===== src/rtl/fir_out_decim_fifo.sv =====
// fir_out_decim_fifo
//   Output stage for the 4-tap transposed FIR. It rounds the FIR word half-up,
//   drops SHIFT LSBs, saturates the result to OUT_W bits and decimates by
//   DECIM. Results are held in a DEPTH-entry first-word-fall-through FIFO that
//   has a valid/ready output.
//
//   Build option: define FIR_DECIM_AVG_EN to replace pick-phase-0 decimation
//   with a sum of DECIM samples. The sum is rounded with SHIFT+log2(DECIM)
//   fractional bits. DECIM must then be a power of 2.
//
// Ports
//   clk       in   system clock, rising edge
//   rst       in   asynchronous reset, active high
//   din       in   [IN_W]  FIR output sample, signed
//   din_vld   in   din carries a new sample
//   dout      out  [OUT_W] FIFO head (last popped value when empty)
//   dout_vld  out  FIFO not empty
//   dout_rdy  in   consumer accepts dout
//   sat       out  one-cycle pulse, round-stage sample was clipped
//   drop_cnt  out  [8] saturating count of words lost to a full FIFO
module fir_out_decim_fifo #(
  parameter int IN_W  = 19,
  parameter int OUT_W = 16,
  parameter int SHIFT = 3,
  parameter int DECIM = 2,
  parameter int DEPTH = 4
) (
  input  logic             clk,
  input  logic             rst,
  input  logic [IN_W-1:0]  din,
  input  logic             din_vld,
  output logic [OUT_W-1:0] dout,
  output logic             dout_vld,
  input  logic             dout_rdy,
  output logic             sat,
  output logic [7:0]       drop_cnt
);

  localparam int PH_W = (DECIM > 1) ? $clog2(DECIM) : 1;
  localparam int AW   = $clog2(DEPTH);
`ifdef FIR_DECIM_AVG_EN
  localparam int LG_D = $clog2(DECIM);
`else
  localparam int LG_D = 0;
`endif
  localparam int SUM_W = IN_W + LG_D;
  localparam int SH    = SHIFT + LG_D;
  localparam int EXT_W = SUM_W + 1;

  localparam logic [PH_W-1:0]         PH_LAST = PH_W'(DECIM - 1);
  localparam logic signed [EXT_W-1:0] MAX_V   = {{(EXT_W-OUT_W+1){1'b0}}, {(OUT_W-1){1'b1}}};
  localparam logic signed [EXT_W-1:0] MIN_V   = ~MAX_V;
  localparam logic signed [EXT_W-1:0] RND     = EXT_W'(1) << (SH - 1);

  logic [PH_W-1:0]         phase_q, phase_d;
  logic                    kept;
  logic signed [SUM_W-1:0] din_ext;
  logic signed [SUM_W-1:0] src;
  logic signed [EXT_W-1:0] rnd_sum, shifted;
  logic                    clip_hi, clip_lo;

  logic [OUT_W-1:0] rs_data_q, rs_data_d;
  logic             rs_vld_q, rs_vld_d;
  logic             sat_q, sat_d;

  logic [OUT_W-1:0] mem_q [DEPTH];
  logic [OUT_W-1:0] mem_d [DEPTH];
  logic [AW-1:0]    wr_ptr_q, wr_ptr_d, rd_ptr_q, rd_ptr_d;
  logic [AW:0]      cnt_q, cnt_d;
  logic [OUT_W-1:0] last_q, last_d;
  logic [7:0]       drop_q, drop_d;
  logic             full, push, pop, drop;

  assign din_ext = SUM_W'($signed(din));

  always_comb begin
    phase_d = phase_q;
    if (din_vld) phase_d = (phase_q == PH_LAST) ? '0 : phase_q + 1'b1;
  end

`ifdef FIR_DECIM_AVG_EN
  logic signed [SUM_W-1:0] acc_q, acc_d;
  logic signed [SUM_W-1:0] sum;

  // Phase 0 restarts the sum so no explicit clear is needed between groups.
  always_comb begin
    sum   = ((phase_q == '0) ? '0 : acc_q) + din_ext;
    acc_d = acc_q;
    if (din_vld) acc_d = sum;
    kept  = din_vld && (phase_q == PH_LAST);
    src   = sum;
  end

  always_ff @(posedge clk or posedge rst) begin
    if (rst) acc_q <= '0;
    else     acc_q <= acc_d;
  end
`else
  always_comb begin
    kept = din_vld && (phase_q == '0);
    src  = din_ext;
  end
`endif

  // One extra bit of headroom lets the rounding constant be added without wrapping.
  always_comb begin
    rnd_sum   = EXT_W'(src) + RND;
    shifted   = rnd_sum >>> SH;
    clip_hi   = shifted > MAX_V;
    clip_lo   = shifted < MIN_V;
    rs_data_d = rs_data_q;
    if (kept) rs_data_d = clip_hi ? MAX_V[OUT_W-1:0] :
                          clip_lo ? MIN_V[OUT_W-1:0] : shifted[OUT_W-1:0];
    rs_vld_d  = kept;
    sat_d     = kept && (clip_hi || clip_lo);
  end

  // A full FIFO still accepts a word when the head leaves on the same edge.
  always_comb begin
    full     = (cnt_q == (AW+1)'(DEPTH));
    dout_vld = (cnt_q != '0);
    pop      = dout_vld && dout_rdy;
    push     = rs_vld_q && (!full || dout_rdy);
    drop     = rs_vld_q && full && !dout_rdy;

    mem_d = mem_q;
    if (push) mem_d[wr_ptr_q] = rs_data_q;
    wr_ptr_d = push ? wr_ptr_q + 1'b1 : wr_ptr_q;
    rd_ptr_d = pop  ? rd_ptr_q + 1'b1 : rd_ptr_q;
    case ({push, pop})
      2'b10:   cnt_d = cnt_q + 1'b1;
      2'b01:   cnt_d = cnt_q - 1'b1;
      default: cnt_d = cnt_q;
    endcase
    last_d = pop ? mem_q[rd_ptr_q] : last_q;
    drop_d = (drop && drop_q != 8'hFF) ? drop_q + 1'b1 : drop_q;
    dout   = dout_vld ? mem_q[rd_ptr_q] : last_q;
  end

  always_ff @(posedge clk or posedge rst) begin
    if (rst) begin
      phase_q   <= '0;
      rs_data_q <= '0;
      rs_vld_q  <= 1'b0;
      sat_q     <= 1'b0;
      for (int i = 0; i < DEPTH; i++) mem_q[i] <= '0;
      wr_ptr_q  <= '0;
      rd_ptr_q  <= '0;
      cnt_q     <= '0;
      last_q    <= '0;
      drop_q    <= '0;
    end else begin
      phase_q   <= phase_d;
      rs_data_q <= rs_data_d;
      rs_vld_q  <= rs_vld_d;
      sat_q     <= sat_d;
      mem_q     <= mem_d;
      wr_ptr_q  <= wr_ptr_d;
      rd_ptr_q  <= rd_ptr_d;
      cnt_q     <= cnt_d;
      last_q    <= last_d;
      drop_q    <= drop_d;
    end
  end

  assign sat      = sat_q;
  assign drop_cnt = drop_q;

endmodule

===== config.mk =====
export PLATFORM = sky130hd
export DESIGN_NAME = fir_out_decim_fifo
export DESIGN_NICKNAME = d
export VERILOG_FILES = /design/src/rtl/fir_out_decim_fifo.sv
export SDC_FILE = /design/constraint.sdc
export NUM_CORES = 1
export LEC_CHECK = 0
export CAP_MARGIN = 15
export CORE_MARGIN = 2
export CORE_UTILIZATION = 35
export CTS_BUF_LIST = sky130_fd_sc_hd__clkbuf_4 sky130_fd_sc_hd__clkbuf_8
export DETAILED_ROUTE_END_ITERATION = 12
export PLACE_DENSITY = 0.64
export SYNTH_ARGS = -nofsm -noshare
export SYNTH_HDL_FRONTEND = slang
export SYNTH_SLANG_ARGS = --single-unit

===== constraint.sdc =====
create_clock -name clk -period 5 [get_ports clk]
set_input_delay 1 -clock clk [delete_from_list [all_inputs] [get_ports clk]]
set_output_delay 1 -clock clk [all_outputs]
set_load 0.02 [all_outputs]

==> results.toml <==
[status]
outcome = "finished, final reports clean"

[timing]
finalCriticalPeriod_ps = 3950
slew_headroom_pct = 37.1
clock.fmax_mhz = 253
setup_violating_endpoint_count_in_the_final_report = 0
min_period_over_period_pct = 79.0
timing.clock.skew_ps = 9.03
final_hold_vio_count = 0
grt_setup_unrepaired = "false"
setup_total_negative_slack_ps = 0
slew_violations = 0
timing_worst_slew_pin_value_ps = 944
hold_ws_ps = 463

[route]
met3RoutedLength_um = 467
wl_met1_mm = 4.99
highest_layer = "met4"
wirelength_mm = 10.8
met2RoutedLength_mm = 5.17
post-route-drc-count = 0
vias_per_cell = 5.16
antenna_violating_nets_post_route = 0
avgRoutedWirePerCell_um = 16.5
drt-pass1-iter-count = 4
drt-initial-drc-count = 175
detailroute.via_count = 3362

[cts]
tritoncts = "built"
clock_tree.root_cell = "sky130_fd_sc_hd__clkbuf_8"
numClockSinks = 114
postCtsResizedCells = 0
clockBufferDepth = 2
htree_levels = 4
holdBufCountCts = 0
worst_skew_pair.late_latency_ps = 430
post_cts_buffers = 0
cts_buffers = 17
cts.reportedPaths.clkPinSlew_ps = 60

[floorplan]
overall_die_height_um = 128
top_level_ports = 49
floorplan.rows = 45
die_area_mm2 = 0.0164
coreArea_mm2 = 0.0151
start_util_pct = 35.7
die_w_um = 128

[worst_setup_path]
critical_path_required_ps = 4000
timing.critical_path.to_type = "output pin"
setup.worst_path.start_class = "flop"
timing.rr.start = "cnt_q[0]"
worstSetupStartpoint = "rd_ptr_q[1]"
crit_arrival_ps = 2950
path_class = "flop to output pin"
critPathMaxFanout = 14

[logic_synthesis]
netlist_area_mm2 = 0.00538
syn_nets = 431
synth_cells = 400
ys_types = 46
synth.avg_cell_area_um2 = 13.5
synth_seq_cells = 114
postSynth.asyncResetShare_pct = 100
synth-warning-count = 0
ys.flop_type = "sky130_fd_sc_hd__dfrtp_1"
synth_edf_count = 0
synth_seq_area_share_pct = 53.0

[layout]
number_of_nets_in_the_layout = 483
area_used_by_multi_input_combinational_logic_mm2 = 0.00239
final_layout_size_suffix_gt1_share_pct = 34.1
final_common_cell = "sky130_fd_sc_hd__dfrtp_1"
layout.filler_cells = 1413
layout.area.seq_mm2 = 0.00285
area_growth_syn_to_layout_pct = 18.6
most-common-layout-cells = "sky130_fd_sc_hd__dfrtp_1 (114), sky130_fd_sc_hd__mux2_2 (97), sky130_fd_sc_hd__clkdlybuf4s50_1 (46), sky130_fd_sc_hd__nor2_1 (25), sky130_fd_sc_hd__clkbuf_8 (20)"
antenna_cells = 0

[min_path]
hold_class = "flop to flop"
hold_path_startpoint = "phase_q"

[pwr]
leak_pwr_uw = 0.00255
p_per_area_mw_per_mm2 = 672
power.share.sequential_pct = 39.8
power.clock.fraction_pct = 18.6
comb_pwr_share_pct = 41.6
worst_ir_drop_vdd_mv = 0.314
fraction_of_power_spent_switching_nets_pct = 33.4
cell_internal_pwr_uw = 2860
netSwitchingPower_uw = 1430
total_power_uw = 4290

[run]
cap_viol_max_count = 0

[global_routing]
globalRouteOverflowTotal = 0
grt_pass1_wl_mm = 18.0
largest_net_degree_at_the_start_of_global_routing = 60
grt_antenna_before_repair = 0
globalRouteTotalUtil_pct = 14.3
grt_pass1_vias = 3527

[placed_design]
routabilityCongestion = 0.770
dp_hpwl_mm = 7.29
buffer_ports.inserted = 46
critical path: stages (launching register included):
cell                              delay (ps)
sky130_fd_sc_hd__dfrtp_1                 900
sky130_fd_sc_hd__buf_4                   290
sky130_fd_sc_hd__mux4_2                  510
sky130_fd_sc_hd__mux2_2                  290
sky130_fd_sc_hd__clkdlybuf4s50_1         530
metrics by stage:
stage	setup WS (ps)	util (%)	cells	area, µm²
CTS	971	42.3	652	6380
global placement	1480	39.9	621	6010
floorplan	984	-	400	5380
detailed placement	1440	39.9	621	6010
global route	889	42.3	652	6380
finish	1050	42.3	652	6380
synthesized netlist by cell type (4+ instances only):
cell | number | area [µm²]
sky130_fd_sc_hd__nor2_1 | 25 | 93.8
sky130_fd_sc_hd__nand4_1 | 5 | 31.3
sky130_fd_sc_hd__xor2_1 | 8 | 70.1
sky130_fd_sc_hd__or3_1 | 4 | 25.0
sky130_fd_sc_hd__nand3_1 | 9 | 45.0
sky130_fd_sc_hd__inv_1 | 11 | 41.3
sky130_fd_sc_hd__mux4_2 | 16 | 360
sky130_fd_sc_hd__ha_1 | 7 | 87.6
sky130_fd_sc_hd__xnor2_1 | 13 | 114
sky130_fd_sc_hd__buf_4 | 4 | 30.0
sky130_fd_sc_hd__dfrtp_1 | 114 | 2850
sky130_fd_sc_hd__o21ai_0 | 4 | 20.0
sky130_fd_sc_hd__mux2_2 | 97 | 1090
sky130_fd_sc_hd__a21oi_1 | 16 | 80.1
sky130_fd_sc_hd__nand2_1 | 18 | 67.6
sky130_fd_sc_hd__buf_2 | 7 | 35.0
sky130_fd_sc_hd__clkbuf_1 | 4 | 15.0
routing by layer:
| metal | GRT usage, % | vias up |
|---|---|---|
| met5 | 0 | - |
| met4 | 4.65 | 0 |
| met3 | 4.01 | 12 |
| met2 | 22.7 | 73 |
| met1 | 19.0 | 1718 |
| li1 | - | 1559 |
path summary, 6_finish.rpt:
path | endpoint | slack [ps] | cells after the start
worst max-delay path | dout[7] | 1050 | 4
worst min-delay path | phase_q | 460 | 1
worst min register to register | phase_q | 460 | 1
max in group asynchronous | mem_q[37] | 3040 | 3
min in group asynchronous | last_q[13] | 1060 | 2
worst max register to register | cnt_q[2] | 2210 | 9
cells by family after synthesis:
| group | synth area share (%) |
|---|---|
| xor+xnor | 3.42 |
| compound gates | 4.12 |
| buf+inv | 2.53 |
| mux | 27.4 |
| flops | 53.0 |
| fa+ha+maj | 2.00 |
| simple gates | 7.53 |
final cells by class:
cell class	count	share of cell area [%]
Tap cell	188	3.69
Clock inverter	6	0.863
Sequential cell	114	44.7
Inverter	11	0.686
Multi-Input combinational cell	258	37.5
Clock buffer	25	4.90
Timing Repair Buffer	50	7.68
power groups by stage:
stage / registers [µW] / logic [µW] / clock network, µW
2_1_floorplan: 1560 / 1340 / 0
3_3_place_gp: 1680 / 1760 / 0
3_5_place_dp: 1730 / 1810 / 0
4_1_cts: 1710 / 1810 / 819
5_1_grt: 1780 / 1940 / 871
6_report: 1710 / 1780 / 800
flip-flops by register name (all words and copies together), names as in the netlist:
signal,count
cnt_q,3
mem_q,64
phase_q,1
rs_data_q,16
rs_vld_q,1
last_q,16
rd_ptr_q,2
drop_cnt,8
wr_ptr_q,2
sat,1
Note: power is estimated with default switching activity, not from simulation.
